### config.mk
export PLATFORM = sky130hd
export DESIGN_NAME = exe_stage
export DESIGN_NICKNAME = d
export VERILOG_FILES = /design/src/rtl/exe_pkg.sv /design/src/rtl/exe_stage_checker.sv /design/src/rtl/val2_generator.sv /design/src/rtl/exe_stage.sv
export SDC_FILE = /design/constraint.sdc
export NUM_CORES = 1
export LEC_CHECK = 0
export ABC_AREA = 1
export CORE_MARGIN = 3
export CORE_UTILIZATION = 53
export CTS_BUF_LIST = sky130_fd_sc_hd__clkbuf_16
export DETAILED_ROUTE_END_ITERATION = 8
export MAX_ROUTING_LAYER = met4
export PLACE_DENSITY = 0.8
export SLEW_MARGIN = 20
export SYNTH_ARGS = -nofsm -noshare
export SYNTH_HDL_FRONTEND = slang
export SYNTH_HIERARCHICAL = 1
export SYNTH_SLANG_ARGS = --single-unit
### constraint.sdc
create_clock -name clk -period 4.4 [get_ports clk]
set_clock_uncertainty 0.15 [all_clocks]
set_input_delay 0.44 -clock clk [delete_from_list [all_inputs] [get_ports clk]]
set_output_delay 0.44 -clock clk [all_outputs]
set_load 0.02 [all_outputs]
### src/rtl/exe_pkg.sv
// Shared definitions for the execute stage: ALU command codes, shift types,
// status-register bit positions and small arithmetic helpers.
package exe_pkg;

  typedef enum logic [3:0] {
    CMD_MOV = 4'b0001,
    CMD_ADD = 4'b0010,
    CMD_ADC = 4'b0011,
    CMD_SUB = 4'b0100,
    CMD_SBC = 4'b0101,
    CMD_AND = 4'b0110,
    CMD_ORR = 4'b0111,
    CMD_EOR = 4'b1000,
    CMD_MVN = 4'b1001
  } exe_cmd_e;

  typedef enum logic [1:0] {
    SH_LSL = 2'b00,
    SH_LSR = 2'b01,
    SH_ASR = 2'b10,
    SH_ROR = 2'b11
  } shift_e;

  localparam int SR_N = 3;
  localparam int SR_Z = 2;
  localparam int SR_C = 1;
  localparam int SR_V = 0;

  function automatic logic [31:0] ror32(input logic [31:0] value, input logic [4:0] amt);
    logic [63:0] doubled;
    doubled = {value, value} >> amt;
    return doubled[31:0];
  endfunction

  // Signed overflow of an addition, judged from the operand and result sign bits.
  function automatic logic add_ovf(input logic a_msb, input logic b_msb, input logic r_msb);
    return (a_msb == b_msb) && (r_msb != a_msb);
  endfunction

endpackage

### src/rtl/exe_stage_checker.sv
// Property checks on the execute stage's reset and freeze behaviour.
module exe_stage_checker (
  input logic        clk,
  input logic        rst,
  input logic        freeze,
  input logic [3:0]  sr,
  input logic        wb_en,
  input logic        mem_r_en,
  input logic        mem_w_en,
  input logic [31:0] alu_res
);

  a_reset_clears: assert property (@(posedge clk)
    !rst |=> (sr == 4'd0 && !wb_en && !mem_r_en && !mem_w_en && alu_res == 32'd0));

  a_freeze_holds: assert property (@(posedge clk)
    (rst && freeze) |=> (sr == $past(sr) && alu_res == $past(alu_res)));

endmodule

### src/rtl/val2_generator.sv
// Second-operand generator: rotated 8-bit immediate, 12-bit memory offset,
// or the Rm register passed through the barrel shifter.
module val2_generator
  import exe_pkg::*;
#(
  parameter int WIDTH = 32
) (
  input  logic [WIDTH-1:0] Val_Rm_IN,
  input  logic [11:0]      Shift_operand_IN,
  input  logic             imm_IN,
  input  logic             mem_en,
  output logic [WIDTH-1:0] Val2
);

  logic [4:0] shift_amt_s;
  logic [4:0] rot_amt_s;

  assign shift_amt_s = Shift_operand_IN[11:7];
  assign rot_amt_s   = {Shift_operand_IN[11:8], 1'b0};

  // Operand selection; immediate wins over the memory offset form
  always_comb begin
    Val2 = Val_Rm_IN;
    if (imm_IN) begin
      Val2 = ror32({24'd0, Shift_operand_IN[7:0]}, rot_amt_s);
    end else if (mem_en) begin
      Val2 = {20'd0, Shift_operand_IN};
    end else begin
      case (shift_e'(Shift_operand_IN[6:5]))
        SH_LSL:  Val2 = Val_Rm_IN << shift_amt_s;
        SH_LSR:  Val2 = Val_Rm_IN >> shift_amt_s;
        SH_ASR:  Val2 = $unsigned($signed(Val_Rm_IN) >>> shift_amt_s);
        SH_ROR:  Val2 = ror32(Val_Rm_IN, shift_amt_s);
        default: Val2 = Val_Rm_IN;
      endcase
    end
  end

endmodule

### src/rtl/exe_stage.sv
// Execute stage: Val2 generation, ALU with NZCV status register, branch
// target resolution and the EXE/MEM pipeline register.
module exe_stage
  import exe_pkg::*;
#(
  parameter int WIDTH = 32
) (
  input  logic             clk,
  input  logic             rst,
  input  logic             freeze,
  input  logic             WB_EN_IN,
  input  logic             MEM_R_EN_IN,
  input  logic             MEM_W_EN_IN,
  input  logic             B_in,
  input  logic             S_in,
  input  logic [3:0]       EXE_CMD_IN,
  input  logic [WIDTH-1:0] PC_IN,
  input  logic [WIDTH-1:0] Val_Rn_IN,
  input  logic [WIDTH-1:0] Val_Rm_IN,
  input  logic             imm_IN,
  input  logic [11:0]      Shift_operand_IN,
  input  logic [23:0]      Signed_imm_24_IN,
  input  logic [3:0]       Dest_IN,
  output logic [3:0]       SR,
  output logic             Branch_taken,
  output logic [WIDTH-1:0] Branch_Address,
  output logic             WB_EN,
  output logic             MEM_R_EN,
  output logic             MEM_W_EN,
  output logic [WIDTH-1:0] ALU_Res,
  output logic [WIDTH-1:0] Val_Rm,
  output logic [3:0]       Dest
);

  logic             mem_s;
  logic [WIDTH-1:0] val2_s;
  logic [WIDTH-1:0] res_s;
  logic [WIDTH:0]   sum_s;
  logic             c_s;
  logic             v_s;
  logic             flags_ok_s;
  logic             sr_we_s;
  logic [3:0]       sr_next_s;

  assign mem_s = MEM_R_EN_IN | MEM_W_EN_IN;

  val2_generator #(.WIDTH(WIDTH)) u_val2 (
    .Val_Rm_IN        (Val_Rm_IN),
    .Shift_operand_IN (Shift_operand_IN),
    .imm_IN           (imm_IN),
    .mem_en           (mem_s),
    .Val2             (val2_s)
  );

  // ALU; logic and move commands leave C and V at their previous values
  always_comb begin
    sum_s      = '0;
    res_s      = '0;
    c_s        = SR[SR_C];
    v_s        = SR[SR_V];
    flags_ok_s = 1'b1;
    case (EXE_CMD_IN)
      CMD_MOV: res_s = val2_s;
      CMD_MVN: res_s = ~val2_s;
      CMD_AND: res_s = Val_Rn_IN & val2_s;
      CMD_ORR: res_s = Val_Rn_IN | val2_s;
      CMD_EOR: res_s = Val_Rn_IN ^ val2_s;
      CMD_ADD: begin
        sum_s = {1'b0, Val_Rn_IN} + {1'b0, val2_s};
        res_s = sum_s[WIDTH-1:0];
        c_s   = sum_s[WIDTH];
        v_s   = add_ovf(Val_Rn_IN[WIDTH-1], val2_s[WIDTH-1], res_s[WIDTH-1]);
      end
      CMD_ADC: begin
        sum_s = {1'b0, Val_Rn_IN} + {1'b0, val2_s} + {{WIDTH{1'b0}}, SR[SR_C]};
        res_s = sum_s[WIDTH-1:0];
        c_s   = sum_s[WIDTH];
        v_s   = add_ovf(Val_Rn_IN[WIDTH-1], val2_s[WIDTH-1], res_s[WIDTH-1]);
      end
      // Subtraction as Rn + ~Val2 + carry-in, so C comes out as NOT borrow
      CMD_SUB: begin
        sum_s = {1'b0, Val_Rn_IN} + {1'b0, ~val2_s} + {{WIDTH{1'b0}}, 1'b1};
        res_s = sum_s[WIDTH-1:0];
        c_s   = sum_s[WIDTH];
        v_s   = add_ovf(Val_Rn_IN[WIDTH-1], ~val2_s[WIDTH-1], res_s[WIDTH-1]);
      end
      CMD_SBC: begin
        sum_s = {1'b0, Val_Rn_IN} + {1'b0, ~val2_s} + {{WIDTH{1'b0}}, SR[SR_C]};
        res_s = sum_s[WIDTH-1:0];
        c_s   = sum_s[WIDTH];
        v_s   = add_ovf(Val_Rn_IN[WIDTH-1], ~val2_s[WIDTH-1], res_s[WIDTH-1]);
      end
      default: flags_ok_s = 1'b0;
    endcase
    sr_next_s       = SR;
    sr_next_s[SR_N] = res_s[WIDTH-1];
    sr_next_s[SR_Z] = (res_s == '0);
    sr_next_s[SR_C] = c_s;
    sr_next_s[SR_V] = v_s;
  end

  assign sr_we_s = S_in & ~B_in & ~mem_s & flags_ok_s & ~freeze;

  // Status register, written only by flag-setting data-processing ops
  always_ff @(posedge clk) begin
    if (!rst) begin
      SR <= 4'd0;
    end else if (sr_we_s) begin
      SR <= sr_next_s;
    end
  end

  // EXE/MEM pipeline register
  always_ff @(posedge clk) begin
    if (!rst) begin
      WB_EN    <= 1'b0;
      MEM_R_EN <= 1'b0;
      MEM_W_EN <= 1'b0;
      ALU_Res  <= '0;
      Val_Rm   <= '0;
      Dest     <= 4'd0;
    end else if (!freeze) begin
      WB_EN    <= WB_EN_IN;
      MEM_R_EN <= MEM_R_EN_IN;
      MEM_W_EN <= MEM_W_EN_IN;
      ALU_Res  <= res_s;
      Val_Rm   <= Val_Rm_IN;
      Dest     <= Dest_IN;
    end
  end

  assign Branch_taken   = B_in;
  assign Branch_Address = PC_IN + {{(WIDTH-26){Signed_imm_24_IN[23]}}, Signed_imm_24_IN, 2'b00};

  exe_stage_checker u_chk (
    .clk      (clk),
    .rst      (rst),
    .freeze   (freeze),
    .sr       (SR),
    .wb_en    (WB_EN),
    .mem_r_en (MEM_R_EN),
    .mem_w_en (MEM_W_EN),
    .alu_res  (ALU_Res)
  );

endmodule

==> results by group, run 1 <==
Synthesis
  • Synth Net Count: 4213
  • Cells after Synth: 3925
  • Synth top area cells: nand2_1 23%, nand3_1 15%, inv_1 8.4%
  • Yosys top cell by area: nand2_1
  • EDFF count, synth: 0
  • Register area share after synthesis: 7.32%
  • Yosys reg bits: 75
  • Synth top cells by count: 1231 x nand2_1, 632 x nand3_1, 458 x inv_1, 395 x nor2_1, 153 x o21ai_0
  • Top cell type's share of synthesized area: 22.5%
  • Count leader, synth: nand2_1
  • Syn Area/Cell: 5.23 um2
  • Ys async rst share: 0%
  • Top FF cell, synth: dfxtp_1
  • Synthesized area: 20500 um2
  • Warnings from Yosys: 6
  • Distinct cell type count after synthesis: 60

Clock network
  • Hold Buf Count CTS: 0
  • Root Buffer: clkbuf_16
  • Clock Tree Buf Depth: 2
  • Htree depth: 3
  • Clock sinks: 75
  • CTS Buf Count: 9

Place
  • DP Cell Count: 5356
  • I/O Buffers: 252
  • HPWL Detailed: 85500 um
  • Gp weighted congestion: 1.17

Floorplanning
  • I/O pin total: 257
  • DIE WIDTH: 203 um
  • Starting Density: 54.1%
  • Rows: 71
  • Die height: 203 um

Outcome
  • Stop stage: global routing (5_1_grt)
  • Error: [ERROR GRT-0232] Routing congestion too high. Check the congestion heatmap in the GUI.
  • Status: did not finish

STA
  • Crit. endpoint post-GRT repair: SR[2]$_SDFFE_PN0P_/D
  • Worst ep type: register data pin

GRT
  • GR Overflow Total: 1841
  • Largest net degree at the start of global routing: 71
  • Gr usage total: 96.6%
[logic make-up after synthesis]
logic type,share of synthesized area (%)
muxes,0.0488
AOI/OAI and AO/OA,12.6
and+or+nand+nor,56.4
xor gates and xnor gates,1.28
buffers and inverters,13.8
DFF,7.32
adders and majority gates,8.59
[metrics by stage]
step / worst slack [ns] / setup TNS, ns / cell area, um2
after CTS: 0.00102 / 0 / 32300
after detailed placement: -1.33 / -31.01 / 29100
after global placement: -1.38 / -27.99 / 29100
after floorplan: 0.00527 / 0 / 20500
[metal layers]
metal | global-route usage (%) | GRT overflow
met2 | 112 | 1166
met5 | - | -
met3 | 84.0 | 107
met1 | 89.9 | 158
met4 | 100 | 410
[repair_timing]
item | in CTS
gates cloned | 7
gates resized for setup | 690
setup endpoints to repair | 36
pin swaps | 202
setup buffers | 77
==> run 2: changes to the inputs <==
--- a/config.mk
+++ b/config.mk
@@ -7,11 +7,9 @@
 export LEC_CHECK = 0
 export ABC_AREA = 1
 export CORE_MARGIN = 3
-export CORE_UTILIZATION = 53
-export CTS_BUF_LIST = sky130_fd_sc_hd__clkbuf_16
+export CORE_UTILIZATION = 40
 export DETAILED_ROUTE_END_ITERATION = 8
-export MAX_ROUTING_LAYER = met4
-export PLACE_DENSITY = 0.8
+export PLACE_DENSITY_LB_ADDON = 0.15
 export SLEW_MARGIN = 20
 export SYNTH_ARGS = -nofsm -noshare
 export SYNTH_HDL_FRONTEND = slang
==> constraint.sdc (replaced) <==
create_clock -name clk -period 5.7 [get_ports clk]
set_clock_uncertainty 0.15 [all_clocks]
set_input_delay 0.57 -clock clk [delete_from_list [all_inputs] [get_ports clk]]
set_output_delay 0.57 -clock clk [all_outputs]
set_load 0.02 [all_outputs]
==> run 2 against run 1 <==
The run now ends clean. Area after synthesis unchanged. Synthesized cell count unchanged.
==> results by group, run 2 <==
Worst setup path
  • Reg2Reg Setup Slack: 2.37 ns
  • Cell mode on critical path: nand3_1
  • Worst EP required: 5.80 ns
  • R2R depth: 21
  • Critical path origin: Val_Rm_IN[30]
  • Levels on crit path: 32
  • CP arrival: 5.60 ns
  • Crit path launch type: input pin
  • Worst path max stage delay: 0.63 ns
  • Worst path slowest cell: clkdlybuf4s50_1
  • Origin of the critical flop-to-flop path: SR[1]
  • Crit end category: register
  • R2R Path End: SR[2]
  • Critical Path End: ALU_Res[29]
  • Crit path max fanout: 5
  • Count of buffer and inverter cells on the critical path: 7
  • Crit path kind: input pin to register
  • Crit-path leading delay family: simple AND/OR/NAND/NOR gates

Synthesis
  • Ys async rst share: 0%
  • Top cell type's share of synthesized area: 22.5%
  • EDFF count, synth: 0
  • Synth top cells by count: 1231 x nand2_1, 632 x nand3_1, 458 x inv_1, 395 x nor2_1, 153 x o21ai_0
  • Share of synthesized area spent on multiplexers: 0.0488%
  • Synth top area cells: nand2_1 23%, nand3_1 15%, inv_1 8.4%
  • Count leader, synth: nand2_1
  • Yosys reg bits: 75
  • Warnings from Yosys: 6
  • Post-synthesis xor/xnor area fraction: 1.28%
  • Synth Area in Adders: 8.59%
  • Area fraction in compound gates after synthesis: 12.6%
  • Yosys top cell by area: nand2_1
  • Synthesized area: 20500 um2
  • Register area share after synthesis: 7.32%
  • Top FF cell, synth: dfxtp_1
  • Syn Area/Cell: 5.23 um2
  • Simple-Gate Fraction of Synth Area: 56.4%
  • Cells after Synth: 3925
  • Synth Net Count: 4213
  • Largest family of logic cells by synthesized area: simple AND/OR/NAND/NOR gates
  • Distinct cell type count after synthesis: 60

GRT
  • Vias in the first global route: 26.3k
  • Initial antenna violation count: 3
  • Gr usage total: 36.8%
  • First-pass GRT wire length: 153000 um
  • Largest net degree at the start of global routing: 76
  • GR Overflow Total: 0

Clock network
  • Htree depth: 3
  • CTS Buf Count: 9
  • Worst-Skew Late Latency: 0.36 ns
  • Clock Tree Buf Depth: 2
  • Hold Buf Count CTS: 0
  • CTS tree: built
  • Clock sinks: 75
  • Root Buffer: clkbuf_16
  • Worst-path clk slew: 0.07 ns

STA
  • # setup viols final: 0
  • Final period util: 96.6%
  • Setup TNS: 0 ns
  • Hold Fails Final Rpt: 0
  • Hold_ws: 0.334 ns
  • Minimum clock period: 5.50 ns
  • Worst-margin pin slew: 0.636 ns
  • Max-slew violations: 0
  • Fmax: 0.182 GHz
  • Slew headroom: 57.6%

Detailed routing
  • Post-route ant nets: 0
  • DRC: 0
  • Via Count: 28.4k
  • Routed Wire Length: 102000 um
  • Via/cell ratio: 5.33
  • Drt pass-1 iters: 6
  • Wirelength per Cell: 19.2 um
  • Initial DRC count: 2794

Power and ir drop
  • Switch share: 50.8%
  • PD cells: 162 nW/um2
  • Sw power: 2.32 mW
  • Comb pwr share: 74.7%
  • Leakage: 14.7 nW
  • Clock power frac: 12.6%
  • VDD IR-drop max: 0.000135 V
  • Tot Pwr: 4.57 mW
  • Part of the power in registers: 12.7%
  • Internal: 2.25 mW

Place
  • DP Cell Count: 5304
  • Gp weighted congestion: 1.11
  • I/O Buffers: 252
  • HPWL Detailed: 87200 um

Final layout
  • Synth-to-Final Area Change: 37.6%
  • Largest registers: ALU_Res: 32 flops, Val_Rm: 32 flops
  • Share of layout cells above drive strength 1: 20.6%
  • Most common cell after layout, fill and taps aside: nand2_1
  • Non-filler cells, final: 5328
  • Total Nets Final: 4937
  • Final Core Density: 56.0%
  • Commonest non-fill, non-tap cells in the layout: 1227 x nand2_1, 631 x nand3_1, 604 x buf_4

Run
  • Max_cap viols: 0

Floorplanning
  • Die area: 54000 um2
  • Area of the core: 50400 um2
  • Die height: 232 um
  • I/O pin total: 257
  • DIE WIDTH: 232 um
  • Starting Density: 40.7%
  • Rows: 82

Min path
  • HP Class: register to register

Outcome
  • Status: finished clean
==> run 2: metrics by stage <==
step,setup slack (ns),cell area (um2)
after floorplan,1.15,20500
after global placement,-0.450,27700
after detailed placement,-0.430,27700
after CTS,0.0128,28000
after global routing,-0.00429,28200
final,0.196,28200
==> run 2: per-layer routing <==
metal / vias up / global-route usage [%] / part of all wire [%]
met5: - / 0 / 0
met4: 0 / 16.0 / 5.0
met3: 220 / 5.95 / 8.4
met2: 1294 / 59.8 / 44
met1: 12800 / 47.8 / 42
li1: 14100 / - / -
==> run 2: power by group through the flow <==
stage / Clock [mW] / Sequential [mW] / Combinational, mW
after floorplan: 0 / 0.636 / 1.73
after global placement: 0 / 0.590 / 3.30
after detailed placement: 0 / 0.591 / 3.30
after CTS: 0.596 / 0.580 / 3.31
after global routing: 0.607 / 0.584 / 3.69
final: 0.575 / 0.580 / 3.42
==> run 2: what timing repair did <==
action                     4_1_cts  5_1_grt
buffers inserted                 0        6
setup endpoints to repair        2       20
resized for setup                1       49
pin swaps                        0        6
hold endpoints to repair         0        0
==> run 2: cell families (layout without fill, tap and decap cells) <==
family,after synthesis,after routing
fa+ha+maj,139,139
xor+xnor,30,30
flops,75,75
simple gates,2571,2571
mux,1,1
compound gates,446,446
buf+inv,663,1392
other cells,0,2
==> run 2: cell type report <==
cell class	count	area, um2
Timing Repair Buffer	869	7300
Tap cell	672	841
Clock inverter	7	63.8
Antenna cell	2	5.00
Multi-Input combinational cell	3187	16400
Clock buffer	9	225
Inverter	507	1920
Fill cell	5439	22200
Sequential cell	75	1500
==> run 2: worst register-to-register path, stage by stage, from the launching register on <==
cell	delay (ns)
dfxtp_1	0.56
ha_1	0.27
ha_1	0.18
inv_1	0.04
nor2_1	0.13
inv_1	0.05
nor2_1	0.16
nand3_2	0.15
inv_1	0.12
buf_4	0.11
nand2_1	0.04
nand3_1	0.08
nand3b_1	0.10
nor2_2	0.17
nand2_1	0.08
nor2_1	0.19
nand3_1	0.10
nor2_1	0.14
nand2_1	0.10
nor2_1	0.12
nand3_1	0.09
a21oi_2	0.11
==> run 2: how the worst min path moves through the flow <==
stage | to | from | depth (start not counted)
final | Val_Rm[1] | Val_Rm[1] | 2
after global routing | SR[2] | SR[2] | 2
after CTS | Val_Rm[11] | Val_Rm[11] | 2
after detailed placement | Val_Rm[11] | Val_Rm[11] | 2
after global placement | Dest[2] | Dest[2] | 2
after floorplan | SR[2] | SR[2] | 2
Note: power is estimated with default switching activity, not from simulation.
==> run 3: changes to the inputs <==
--- a/config.mk
+++ b/config.mk
@@ -10,7 +10,7 @@
 export CORE_UTILIZATION = 40
 export DETAILED_ROUTE_END_ITERATION = 8
 export PLACE_DENSITY_LB_ADDON = 0.15
-export SLEW_MARGIN = 20
+export SLEW_MARGIN = 40
 export SYNTH_ARGS = -nofsm -noshare
 export SYNTH_HDL_FRONTEND = slang
 export SYNTH_HIERARCHICAL = 1
==> results of run 3 <==
The final DEF is identical to that of run 2; final timing and power are the same.
